$ cat src/rtl/pamac_term_sched.sv
// PAMAC term sequencer: latches one multiply job, picks the operand to decompose and
// walks its nonzero Booth digits one select per cycle, lowest index first.
module pamac_term_sched #(
  parameter int NUM_DIGITS = 8,
  parameter int DIGIT_W    = 3,
  parameter int SEL_W      = 3,
  parameter int ETC_BITS   = 4   // ETC input width; the name ETC_W belongs to the weight-count port
) (
  input  logic                          clk,
  input  logic                          rst,
  input  logic                          in_valid,
  output logic                          in_ready,
  input  logic [ETC_BITS-1:0]           ETC_A,
  input  logic [ETC_BITS-1:0]           ETC_W,
  input  logic [NUM_DIGITS*DIGIT_W-1:0] BPR_A,
  input  logic [NUM_DIGITS*DIGIT_W-1:0] BPR_W,
  input  logic                          MDecomp,
  input  logic                          AWDecomp,
  input  logic                          abort,
  output logic                          term_valid,
  input  logic                          term_ready,
  output logic [SEL_W-1:0]              BPEB_sel,
  output logic                          mul_sel,
  output logic [SEL_W:0]                term_shift,
  output logic                          term_first,
  output logic                          term_last,
  output logic                          done,
  output logic                          zero_job,
  output logic                          etc_err
);
  localparam logic [1:0] IDLE  = 2'd0;
  localparam logic [1:0] RUN   = 2'd1;
  localparam logic [1:0] ZDONE = 2'd2;

  logic [1:0]                    state;
  logic [NUM_DIGITS-1:0]         mask, new_mask, low_bit;
  logic                          first_q, sel_dec, one_left, run, accept, mismatch;
  logic [NUM_DIGITS*DIGIT_W-1:0] bpr_sel;
  logic [ETC_BITS-1:0]           etc_sel;
  logic [SEL_W:0]                pop;
  logic [SEL_W-1:0]              idx;
  logic [DIGIT_W-1:0]            digit;

  assign sel_dec = MDecomp ? (ETC_A > ETC_W) : AWDecomp;
  assign bpr_sel = sel_dec ? BPR_W : BPR_A;
  assign etc_sel = sel_dec ? ETC_W : ETC_A;

  // 000 and 111 are both Booth zero codes and never produce a term
  always_comb begin
    new_mask = '0;
    pop      = '0;
    digit    = '0;
    for (int i = 0; i < NUM_DIGITS; i++) begin
      digit       = bpr_sel[DIGIT_W*i +: DIGIT_W];
      new_mask[i] = !((digit == '0) || (digit == '1));
      pop         = pop + (SEL_W+1)'(new_mask[i]);
    end
  end
  assign mismatch = 32'(pop) != 32'(etc_sel);

  // Descending scan so the lowest set bit wins
  always_comb begin
    idx     = '0;
    low_bit = '0;
    for (int i = NUM_DIGITS-1; i >= 0; i--) begin
      if (mask[i]) begin
        idx        = SEL_W'(i);
        low_bit    = '0;
        low_bit[i] = 1'b1;
      end
    end
  end

  assign one_left   = (mask != '0) && ((mask & (mask - NUM_DIGITS'(1))) == '0);
  assign run        = (state == RUN);
  assign term_valid = run;
  assign BPEB_sel   = idx;
  assign term_shift = {idx, 1'b0};
  assign term_first = run & first_q;
  assign term_last  = run & one_left;
  assign in_ready   = !rst && !abort && ((state == IDLE) || (run && term_ready && one_left));
  assign accept     = in_valid & in_ready;

  always_ff @(posedge clk or posedge rst) begin
    if (rst) begin
      state    <= IDLE;
      mask     <= '0;
      first_q  <= 1'b0;
      mul_sel  <= 1'b0;
      done     <= 1'b0;
      zero_job <= 1'b0;
      etc_err  <= 1'b0;
    end else if (abort) begin
      state    <= IDLE;
      mask     <= '0;
      first_q  <= 1'b0;
      done     <= 1'b0;
      zero_job <= 1'b0;
    end else begin
      done     <= 1'b0;
      zero_job <= 1'b0;
      case (state)
        RUN: if (term_ready) begin
          mask    <= mask & ~low_bit;
          first_q <= 1'b0;
          if (one_left) begin
            done  <= 1'b1;
            state <= IDLE;
          end
        end
        ZDONE: begin
          done     <= 1'b1;
          zero_job <= 1'b1;
          state    <= IDLE;
        end
        IDLE:    ;
        default: state <= IDLE;
      endcase
      // A same-cycle accept overrides the retiring job's state and mask
      if (accept) begin
        mul_sel <= sel_dec;
        mask    <= new_mask;
        first_q <= 1'b1;
        state   <= (new_mask != '0) ? RUN : ZDONE;
        if (mismatch) etc_err <= 1'b1;
      end
    end
  end
endmodule

$ cat config.mk
export PLATFORM = sky130hd
export DESIGN_NAME = pamac_term_sched
export DESIGN_NICKNAME = d
export VERILOG_FILES = /design/src/rtl/pamac_term_sched.sv
export SDC_FILE = /design/constraint.sdc
export NUM_CORES = 1
export LEC_CHECK = 0
export CORE_UTILIZATION = 38
export DETAILED_ROUTE_END_ITERATION = 16
export HOLD_SLACK_MARGIN = 0.08
export PLACE_DENSITY = 0.78
export SYNTH_ARGS = -nofsm -noshare
export SYNTH_HDL_FRONTEND = slang
export SYNTH_SLANG_ARGS = --single-unit
$ cat constraint.sdc
create_clock -name clk -period 2.65 [get_ports clk]
set_clock_uncertainty 0.1 [all_clocks]
set_input_delay 0.6625 -clock clk [delete_from_list [all_inputs] [get_ports clk]]
set_output_delay 0.6625 -clock clk [all_outputs]
set_load 0.02 [all_outputs]
==> out/metrics.csv <==
metric,value,unit
status,"finished, violations left",
violated checks,setup timing,
area grow syn2layout,79.5,%
share of cells above drive strength 1,0.308,
asr flop ratio synth,1.00,
largest family of logic cells by synthesized area,simple AND/OR/NAND/NOR gates,
clock buffer depth,2,
PnR worst setup slack,-2.15,ns
Num CTS Buffers,3,
Syn Area/Cell,8.28,um^2
WL/cell,14.3,um
iteration-0 DRC count of the detailed router,86,
CTS tree,done,
Fin. Hold Viols,0,
Core Area,0.00412,mm^2
cell taking the most area after synthesis,dfrtp_1,
synth warn,0,
GRT overflow,0,
Rel. slew slack,0.597,
final setup fails,6,
top cell type's share of synthesized area,0.226,
adder-cell share of the synthesized area,0.137,
Hold Startpoint,first_q,
clock network power share,0.139,
Place WS,-2.78,ns
Critical Path Fanout Max,5,
Area contributors post-synth,"dfrtp_1 (23%), mux2i_1 (10%), ha_1 (8.3%)",
final wirelength,5300,um
Worst-path clk slew,0.06,ns
switching power,0.516,mW
vias in the first global route,1814,
Starting Density,0.404,
Hold Crit Depth,2,
P_leak,1.40,nW
Compound-Gate Fraction of Synth Area,0.117,
# rows,23,
Int Pwr,0.851,mW
gate count of the mapped netlist,201,
htree depth,1,
Final TNS setup,-8.30,ns
power per cell area,457,mW/mm^2
Placer Congestion,0.883,
most frequent cell on the critical path,fa_1,
"top cells by count, synth","inv_1 (22), nor3_1 (21), nor2_1 (19)",
Worst Path Arrival,4.83,ns
"Cell Count, Final, Fillers Out",371,
port bufs,76,
DRC viols,0,
Hold Path Class,flip-flop to flip-flop,
Worst R2R Start,mask[1],
"Top FF cell, synth",dfrtp_1,
"CP delay by family, top",adder cells,
mux contribution to synthesized area,0.116,
RSZ-0062 raised after global routing,yes,
first-pass GRT wire length,8220,um
Worst path slowest cell,fa_1,
Final Slew Violations,0,
clk sinks,15,
kind of critical path,input port to flip-flop,
sw frac,0.377,
number of I/O pins,78,
post-route minimum period,4.80,ns
achievable frequency,208,MHz
WP buf/inv,6,
Die X,68.2,um
DRT antenna net count,0,
placed insts,340,
hpwl dp,3530,um
Reg2Reg Depth,9,
syn nets,279,
Worst Setup SP,ETC_A[2],
startpoint types,input port,
Seq pwr share,0.193,
Synth Cell Area,0.00166,mm^2
number of max-cap violations,0,
CP Depth,21,
clk root buf,clkbuf_8,
Post-synth EDFFs,0,
CP Data Required Time,2.68,ns
vias per inst,5.24,
fin nets,400,
largest net degree at the start of global routing,16,
Worst-Margin Slew,0.604,ns
Worst IR Drop VDD,0.287,mV
post-synth cell types,46,
sequential fraction of the synthesis area,0.226,
# diodes,0,
Global Route Usage Sum,0.243,
Post-Synth XOR/XNOR Area,0.0316,
Vias,1943,
DRT Pass-1 Iters,5,
initial antenna violation count,0,
Tcrit/Tclk final,1.81,
Simple-Gate Fraction of Synth Area,0.281,
Setup crit end kind,flip-flop,
die area,0.00465,mm^2
top-count cell post-synth,inv_1,
worst-skew pair later-pin latency,0.25,ns
Yosys reg bits,15,
combinational fraction of design power,0.668,
Die H,68.2,um
max incr delay on CP,0.52,ns
crit path cell chain,buf_8 > ha_4 > nand4_1 > mux2i_2 > a41oi_4 > buf_6 > nor3_2 > a31oi_1 > inv_1 > fa_1 > fa_1 > inv_2 > fa_1 > inv_1 > ha_2 > inv_2 > fa_2 > xnor2_2 > xnor2_1 > nor4_1 > o21bai_1,
-- path summary, 6_finish.rpt --
path | end | slack, ns
max in group asynchronous | mask[6] | 1.33
max reg2reg | mask[6] | 0.07
min in group asynchronous | first_q | 0.73
max | etc_err | -2.15
min reg2reg | first_q | 0.40
min | first_q | 0.40
-- sequential cells by signal (all words and copies together), names as in the netlist --
signal and cells:
state 2, zero_job 1, mul_sel 1, mask 8, done 1, etc_err 1
first_q 1
-- worst min-delay path: stages, from the launching register on --
cell and delay, ns:
dfrtp_1 0.36, nand2_1 0.05, nand2_1 0.06
-- per-layer routing --
layer  global-route usage  wire length (um)
met1                0.267              2030
met2                0.451              2780
met3               0.0433               286
met4                0.104               202
met5                    0                 0
-- timing repair --
item	CTS	global route
resized for setup	70	10
setup buffers	25	6
endpoints found under the setup margin	16	9
hold buffers	0	0
endpoints found under the hold margin	0	0
pin swaps	18	15
-- power groups by stage --
stage          sequential (mW)  clock (mW)  combinational (mW)
2_1_floorplan            0.272           0               0.481
3_3_place_gp             0.267           0               0.741
3_5_place_dp             0.267           0               0.758
4_1_cts                  0.263       0.191               0.849
5_1_grt                  0.266       0.209               0.995
6_report                 0.264       0.189               0.913
-- kinds of logic (layout without fill, tap and decap cells) --
family	Yosys count	after routing
compound gates	24	24
other cells	1	1
fa+ha+maj	16	16
flops	15	15
xor+xnor	6	6
mux	19	19
simple gates	89	89
buf+inv	31	151
-- cell usage in the layout, fill, tap and decap left out, drive strengths merged, types with 2 or more instances in the layout --
master | Yosys | routed
nor2b | 2 | 2
and3 | 13 | 13
xnor2 | 4 | 4
nand2 | 9 | 9
clkbuf | 1 | 4
mux2i | 17 | 17
clkdlybuf4s50 | 0 | 58
buf | 8 | 59
or4 | 3 | 3
a31oi | 3 | 3
mux2 | 2 | 2
dlygate4sd2 | 0 | 8
inv | 22 | 22
dfrtp | 15 | 15
ha | 11 | 11
fa | 4 | 4
and2 | 4 | 4
nand3 | 8 | 8
o211ai | 3 | 3
a21oi | 7 | 7
xor2 | 2 | 2
nor2 | 19 | 19
or3 | 4 | 4
nor3 | 21 | 21
-- stage by stage --
stage | util | total power [mW] | area (um^2) | hold WS (ns)
3_3_place_gp | 0.652 | 1.01 | 2680 | 0.365
3_5_place_dp | 0.652 | 1.03 | 2680 | 0.366
6_report | 0.726 | 1.37 | 2990 | 0.404
4_1_cts | 0.713 | 1.30 | 2930 | 0.383
2_1_floorplan | - | 0.753 | 1770 | 0.338
5_1_grt | 0.726 | 1.47 | 2990 | 0.431
-- cell type report --
cell class,count,area [um^2]
inverter,22,97.6
timing repair buffer,125,1130
multi-input combinational,155,1270
fill,306,1130
tap,50,62.6
clock buffer,4,45.0
sequential,15,375
No activity file was read; power rests on OpenSTA's default activity.
